[src/rtl/coffee_brewer.sv]
// Brewing-station responder: answers the controller's make handshake and
// sequences grinder, pump and milk valve around a debounced cup sensor.
module coffee_brewer #(
   parameter int unsigned GRIND_CYC = 8,
   parameter int unsigned BREW_CYC  = 20,
   parameter int unsigned MILK_CYC  = 12,
   parameter int unsigned DEB_CYC   = 4
) (
   input  logic        CLK,
   input  logic        RST,
   input  logic        Making,
   input  logic        Coffee,
   input  logic [1:0]  Kind,
   input  logic        CupSensor,
   output logic        Done,
   output logic        TakeOut,
   output logic        Grinder,
   output logic        Pump,
   output logic        MilkValve,
   output logic        CupAlarm,
   output logic        KindErr,
   output logic [15:0] ServedCnt
);

   typedef enum logic [3:0] {
      S_IDLE,
      S_WAIT_CUP,
      S_GRIND,
      S_BREW,
      S_MILK,
      S_PAUSE,
      S_DONE,
      S_SERVE,
      S_TAKE
   } state_t;

   localparam logic [1:0] KIND_AMERICANO = 2'b01;
   localparam logic [1:0] KIND_LATTE     = 2'b10;
   localparam logic [7:0] GRIND_LEN      = 8'(GRIND_CYC);
   localparam logic [7:0] BREW_LEN       = 8'(BREW_CYC);
   localparam logic [7:0] MILK_LEN       = 8'(MILK_CYC);
   localparam logic [7:0] DEB_LAST       = 8'(DEB_CYC - 1);

   logic        r_sync1;
   logic        r_sync2;
   logic        r_cup_ok;
   logic [7:0]  r_deb_cnt;

   state_t      r_state;
   state_t      r_held;
   logic [7:0]  r_timer;
   logic [1:0]  r_kind;
   logic        r_serve_idle;
   logic [15:0] r_served_cnt;

   state_t      w_state_nxt;
   state_t      w_held_nxt;
   logic [7:0]  w_timer_nxt;
   logic [1:0]  w_kind_nxt;
   logic        w_serve_idle_nxt;
   logic [15:0] w_served_nxt;

   function automatic logic kind_valid(input logic [1:0] k);
      return (k == KIND_AMERICANO) || (k == KIND_LATTE);
   endfunction

   // Cup sensor: 2-FF synchronizer, then a stability counter that restarts
   // whenever the synchronized value agrees with the debounced one again.
   always_ff @(posedge CLK or posedge RST) begin
      if (RST) begin
         r_sync1   <= 1'b0;
         r_sync2   <= 1'b0;
         r_cup_ok  <= 1'b0;
         r_deb_cnt <= '0;
      end else begin
         r_sync1 <= CupSensor;
         r_sync2 <= r_sync1;
         if (r_sync2 != r_cup_ok) begin
            if (r_deb_cnt == DEB_LAST) begin
               r_cup_ok  <= r_sync2;
               r_deb_cnt <= '0;
            end else begin
               r_deb_cnt <= r_deb_cnt + 8'd1;
            end
         end else begin
            r_deb_cnt <= '0;
         end
      end
   end

   always_ff @(posedge CLK or posedge RST) begin
      if (RST) begin
         r_state      <= S_IDLE;
         r_held       <= S_GRIND;
         r_timer      <= '0;
         r_kind       <= '0;
         r_serve_idle <= 1'b0;
         r_served_cnt <= '0;
      end else begin
         r_state      <= w_state_nxt;
         r_held       <= w_held_nxt;
         r_timer      <= w_timer_nxt;
         r_kind       <= w_kind_nxt;
         r_serve_idle <= w_serve_idle_nxt;
         r_served_cnt <= w_served_nxt;
      end
   end

   always_comb begin
      w_state_nxt      = r_state;
      w_held_nxt       = r_held;
      w_timer_nxt      = r_timer;
      w_kind_nxt       = r_kind;
      w_serve_idle_nxt = 1'b0;
      w_served_nxt     = r_served_cnt;
      case (r_state)
         S_IDLE: begin
            if (Making) begin
               w_kind_nxt = Kind;
               if (!kind_valid(Kind)) begin
                  w_state_nxt = S_DONE;
               end else if (r_cup_ok) begin
                  w_state_nxt = S_GRIND;
                  w_timer_nxt = GRIND_LEN;
               end else begin
                  w_state_nxt = S_WAIT_CUP;
               end
            end
         end
         S_WAIT_CUP: begin
            if (!Making) begin
               w_state_nxt = S_IDLE;
            end else if (r_cup_ok) begin
               w_state_nxt = S_GRIND;
               w_timer_nxt = GRIND_LEN;
            end
         end
         S_GRIND, S_BREW, S_MILK: begin
            // Abort beats pause beats phase end; a pause on the last cycle
            // keeps the timer at 1 so that cycle is repeated on resume.
            if (!Making) begin
               w_state_nxt = S_IDLE;
               w_timer_nxt = '0;
            end else if (!r_cup_ok) begin
               w_state_nxt = S_PAUSE;
               w_held_nxt  = r_state;
               if (r_timer != 8'd1) begin
                  w_timer_nxt = r_timer - 8'd1;
               end
            end else if (r_timer == 8'd1) begin
               if (r_state == S_GRIND) begin
                  w_state_nxt = S_BREW;
                  w_timer_nxt = BREW_LEN;
               end else if ((r_state == S_BREW) && (r_kind == KIND_LATTE)) begin
                  w_state_nxt = S_MILK;
                  w_timer_nxt = MILK_LEN;
               end else begin
                  w_state_nxt = S_DONE;
                  w_timer_nxt = '0;
               end
            end else begin
               w_timer_nxt = r_timer - 8'd1;
            end
         end
         S_PAUSE: begin
            if (!Making) begin
               w_state_nxt = S_IDLE;
               w_timer_nxt = '0;
            end else if (r_cup_ok) begin
               w_state_nxt = r_held;
            end
         end
         S_DONE: begin
            w_state_nxt = S_SERVE;
         end
         S_SERVE: begin
            if (Coffee && !r_cup_ok) begin
               w_state_nxt  = S_TAKE;
               w_served_nxt = (r_served_cnt == 16'hFFFF) ? r_served_cnt
                                                          : r_served_cnt + 16'd1;
            end else if (!Making && !Coffee) begin
               if (r_serve_idle) begin
                  w_state_nxt = S_IDLE;
               end else begin
                  w_serve_idle_nxt = 1'b1;
               end
            end
         end
         S_TAKE: begin
            w_state_nxt = S_IDLE;
         end
         default: begin
            w_state_nxt = S_IDLE;
         end
      endcase
   end

   always_comb begin
      Grinder   = (r_state == S_GRIND);
      Pump      = (r_state == S_BREW);
      MilkValve = (r_state == S_MILK);
      CupAlarm  = (r_state == S_WAIT_CUP) || (r_state == S_PAUSE);
      Done      = (r_state == S_DONE);
      KindErr   = (r_state == S_DONE) && !kind_valid(r_kind);
      TakeOut   = (r_state == S_TAKE);
   end

   assign ServedCnt = r_served_cnt;

endmodule

[config.mk]
export PLATFORM = sky130hd
export DESIGN_NAME = coffee_brewer
export DESIGN_NICKNAME = d
export VERILOG_FILES = /design/src/rtl/coffee_brewer.sv
export SDC_FILE = /design/constraint.sdc
export NUM_CORES = 1
export LEC_CHECK = 0
export ABC_AREA = 1
export BUFFER_PORTS_ARGS = -buffer_cell sky130_fd_sc_hd__buf_2
export CORE_ASPECT_RATIO = 2
export CORE_MARGIN = 8
export CORE_UTILIZATION = 63
export DETAILED_ROUTE_END_ITERATION = 6
export GPL_TIMING_DRIVEN = 1
export HOLD_SLACK_MARGIN = 0.02
export PLACE_DENSITY = 0.85
export SLEW_MARGIN = 20
export SYNTH_ARGS = -nofsm -noshare
export SYNTH_HDL_FRONTEND = slang
export SYNTH_SLANG_ARGS = --single-unit
[constraint.sdc]
create_clock -name CLK -period 2.5 [get_ports CLK]
set_input_delay 0.125 -clock CLK [delete_from_list [all_inputs] [get_ports CLK]]
set_output_delay 0.125 -clock CLK [all_outputs]
set_load 0.02 [all_outputs]
Word level (Yosys, flattened, before mapping)
Cells that the tools add are included. W data, S select, Z words.

Register bits: 46. Input bits: 7. Output and inout port bits: 23. Word-level logic and storage cells: 94.

$add $sub $neg: 3. Equality and inequality tests: 26. Muxes and demuxes: 34. Bitwise gates (word level): 1. Reduce and logical (&&, ||, !) cells: 20.

Operators with widths (count): $mux W8 (11); $mux W4 (12); $pmux W8 S4 (1); $pmux W4 S6 (1); $add A16 B1 Y16 const B (1); $eq A16 B16 Y1 const B (1); $eq A4 B3 Y1 const B (4); $ne A3 B3 Y1 const B (3); $add A8 B1 Y8 const B (1); $eq A4 B2 Y1 const B (2); $eq A8 B1 Y1 const B (1); $eq A8 B2 Y1 const B (1); $ne A2 B2 Y1 const B (4); $ne A4 B4 Y1 const B (2); $ne A8 B1 Y1 const B (1); $sub A8 B1 Y8 const B (1); $mux W3 (2); $reduce_and A2 Y1 (3); $reduce_and A6 Y1 (1); $mux W5 (1); $reduce_and A5 Y1 (1); $eq A2 B1 Y1 const B (2); $eq A2 B2 Y1 const B (2); $eq A4 B1 Y1 const B (1); 12 further kinds (24).

Depth between registers and ports, before layout
Depth after elaboration: 8. Gate-level depth with buffers: 11. Gate-level depth less buffers: 11.

Worst setup path after synthesis
No wires, ideal clock.

Path type: flip-flop to flip-flop. From: register r_served_cnt[0] (netlist: ServedCnt[0]). To: register r_served_cnt[0] (netlist: ServedCnt[0]). Setup time: 132 ps. Arrival: 1626 ps. Data required time: 2368 ps. Slack: 742 ps. Stages on the path, launching flop included: 9. Buffers on the path: 1. Clock period less this slack: 1758 ps. Cells stage by stage: dfrtp_1 -> ha_1 -> nand3_1 -> nor3_4 -> inv_2 -> nor2_4 -> nor2_8 -> buf_8 -> xor2_2.

Word-level cells in the longest chain between the ends: 3. Elaborated cells on any way between the ends: 4. Those cells by class: 1 x add/sub; 1 x eq/ne; 1 x bitwise; 1 x reduce/logical.

Ends and longest elaborated chain: from (decl) (RTL line 54) `logic [15:0] r_served_cnt;`; from (signal assigned) (RTL line 105) `r_served_cnt <= w_served_nxt;`; parallel branches: the longest is 3 deep, another holds $add A16 B1 Y16.

Several ways; the timed one is not identified. A chain may end at the register's enable or synchronous reset.

Final worst setup path
From: register r_served_cnt[0] (netlist: ServedCnt[0]). To: register r_served_cnt[4] (netlist: ServedCnt[4]).

The elaborated chain is that of the path after synthesis.

==> impl_metrics.py <==
metrics = {
    "route": {
        "remaining_drc_errors": 0,
        "first_pass_iters": 4,
        "ant_nets": 0,
        "drt_wl_total_um": 6540,
        "via_per_inst": 5.61,
        "vias": 2502,
        "wl_per_cell_um": 14.7,
        "drt_first_iter_violations": 97,
    },
    "clock_tree": {
        "postCtsSetupBuffers": 0,
        "cts_tree": "done",
        "clkTransAtPathRegs_ns": 0.09,
        "htreeDepth": 2,
        "cts.sinks": 46,
        "cts_root_buffer": "clkbuf_8",
        "cts_buffer_depth": 2,
        "cts_buffers": 5,
        "cts_resized": 0,
        "clock_latency_ns": 0.30,
        "postCtsHoldBufs": 2,
    },
    "timing": {
        "clock.fmax_mhz": 538,
        "setup_ws_ns": 0.641,
        "period_needed_ns": 1.86,
        "final_hold_viol_count": 0,
        "drv_slew": 0,
        "rsz0062_at_grt": "false",
        "whs_ns": 0.0262,
        "finalCritPeriodShare_pct": 74.4,
        "fin_setup_tns_ns": 0,
        "slew_headroom_pct": 57.4,
        "worstMarginPinSlew_ns": 0.635,
        "setup_violations": 0,
        "skew_ns": 0.00577,
    },
    "setup_path": {
        "crit_buf_inv": 1,
        "r2r_end": "ServedCnt[4]",
        "start_kind": "flip-flop",
        "critical_path_required_ns": 2.69,
        "cpMaxStageDelayCell": "dfrtp_1",
        "cp_top_family": "simple AND/OR/NAND/NOR gates",
        "max_stage_delay_ns": 0.47,
        "crit_chain": "ha_1 > nand3_1 > nor3_4 > inv_2 > o21ai_2 > nor2_1 > xor2_1",
        "setup.worst_path.start": "ServedCnt[0]",
        "r2r_cells": 7,
        "end_kind": "flip-flop",
        "crit_type": "reg -> reg",
        "rrSetupSlack_ns": 0.64,
        "regToRegStartpoint": "ServedCnt[0]",
        "crit_fanout": 7,
        "worstPathArrival_ns": 2.05,
    },
    "yosys": {
        "ys_ff_latch": 46,
        "yosysUniqueCellTypes": 32,
        "synth_top_area_share_pct": 40.8,
        "ys.warnings.count": 0,
        "ys_top_cells_by_count": "nand2_1, dfrtp_1, inv_1, nor2_1, nand3_1",
        "synth_nets": 367,
        "yosysSeqAreaShare_pct": 41.8,
        "synth_top_flop_cell": "dfrtp_1",
        "synth_edf_count": 0,
        "avgSynthCellArea_um2": 7.77,
        "async_reset_ff_share_pct": 100,
        "syn_area_mm2": 0.00276,
        "synth_top_area_cell": "dfrtp_1",
        "yosys-top-cells-area": "dfrtp_1, nand2_1, nand3_1",
        "synth.most_common_cell": "nand2_1",
        "syn_inst": 355,
    },
    "power": {
        "p_leak_nw": 1.56,
        "power_frac_comb_pct": 44.7,
        "p_per_area_mw_per_mm2": 1050,
        "p_sw_share_pct": 44.3,
        "peakVddDrop_mv": 0.785,
        "p_total_mw": 3.28,
        "p_clk_share_pct": 20.9,
        "internal_power_mw": 1.83,
        "p_seq_share_pct": 34.4,
        "switchingPower_mw": 1.45,
    },
    "layout": {
        "fin_area_mm2": 0.00312,
        "area_delta_synth_final_pct": 13.0,
        "multi_input_area_mm2": 0.00141,
        "num-fill-cells": 367,
        "num-nets-final": 403,
        "n_antenna_cell": 0,
        "layout-drive-gt1-share_pct": 17.3,
        "seq_area_mm2": 0.00115,
    },
    "floorplanning": {
        "io_pins": 30,
        "die_x_um": 62.8,
        "die-area_mm2": 0.00688,
        "initial_core_util_pct": 64.2,
        "die_h_um": 110,
        "fp.coreArea_mm2": 0.00430,
        "row_count": 34,
    },
    "min_path": {
        "min_path_type": "in -> reg",
        "hold_end": "r_serve_idle",
        "hold_depth": 2,
        "min-delay-start": "Coffee",
    },
    "global_routing": {
        "grt_max_degree": 30,
        "grtUsageTotal_pct": 20.0,
        "grt_pass1_vias": 2582,
        "grt_pass1_wl_um": 11200,
        "antenna_found_initial": 0,
        "overflow": 0,
    },
    "place": {
        "dpl_cell_area_mm2": 0.00295,
        "hpwl_um": 4890,
        "io_buffers": 29,
        "dp_slack_ns": 0.657,
        "gp_congestion": 0.908,
    },
    "run_status": {
        "status": "finished, final reports clean",
    },
    "flow_run": {
        "drv_cap": 0,
    },
}
stage by stage:
stage,util [%],instances
4_1_cts,72.5,446
3_3_place_gp,68.7,436
3_5_place_dp,68.7,436
5_1_grt,72.5,446
2_1_floorplan,-,355
6_report,72.5,446
power groups by stage:
stage / Sequential, mW / Clock [mW] / Combinational [mW]
floorplan: 1.10 / 0 / 1.12
global placement: 1.12 / 0 / 1.40
detailed placement: 1.13 / 0 / 1.43
CTS: 1.12 / 0.691 / 1.46
global route: 1.14 / 0.715 / 1.65
finish: 1.13 / 0.684 / 1.47
kinds of logic (layout without fill, tap and decap cells):
kind of cell	count (synthesis)	in the layout	share of synthesized area, %
and+or+nand+nor	205	205	35.3
DFF	46	46	41.8
buffers and inverters	46	83	6.94
AOI/OAI and AO/OA	33	33	7.03
xor gates and xnor gates	20	20	6.62
adders and majority gates	5	5	2.27
layer usage:
metal | vias to the layer above | wire length, um | track usage, %
li1 | 1211 | - | -
met1 | 1192 | 2390 | 19.4
met2 | 75 | 3630 | 38.0
met3 | 24 | 262 | 3.78
met4 | 0 | 258 | 12.3
met5 | - | 0 | 0
state kept, by name, indices dropped and copies added (netlist names):
register / cells
r_held: 4
r_deb_cnt: 8
r_sync1: 1
ServedCnt: 16
r_sync2: 1
r_kind: 2
r_serve_idle: 1
r_cup_ok: 1
r_timer: 8
r_state: 4
layout by cell type (no fill, tap or decap), drive strengths merged:
cell type and instances:
nand2 105, dfrtp 45, nor2 44, inv 42, nand3 31, buf 30, o21ai 24, xor2 11
nand4 10, nor3 10, xnor2 9, a21oi 8, clkbuf 6, ha 5, nand3b 3, nor4 2
bufinv 2, dlygate4sd3 2, clkinv 1, o211ai 1, dfstp 1
how the worst max path moves through the flow:
stage,end,slack (ns),cells after the start
6_report,ServedCnt[4],0.64,7
5_1_grt,ServedCnt[4],0.51,7
4_1_cts,ServedCnt[4],0.64,7
3_5_place_dp,ServedCnt[4],0.66,7
3_3_place_gp,ServedCnt[7],0.72,7
2_1_floorplan,ServedCnt[0],0.74,8
cell type report:
| cell class | count | share of cell area, % |
|---|---|---|
| Tap cell | 54 | 2.17 |
| Timing Repair Buffer | 32 | 5.54 |
| Multi-Input combinational cell | 263 | 45.4 |
| Clock buffer | 6 | 2.65 |
| Clock inverter | 2 | 1.93 |
| Sequential cell | 46 | 37.0 |
| Inverter | 43 | 5.34 |
Note: power is estimated with default switching activity, not from simulation.
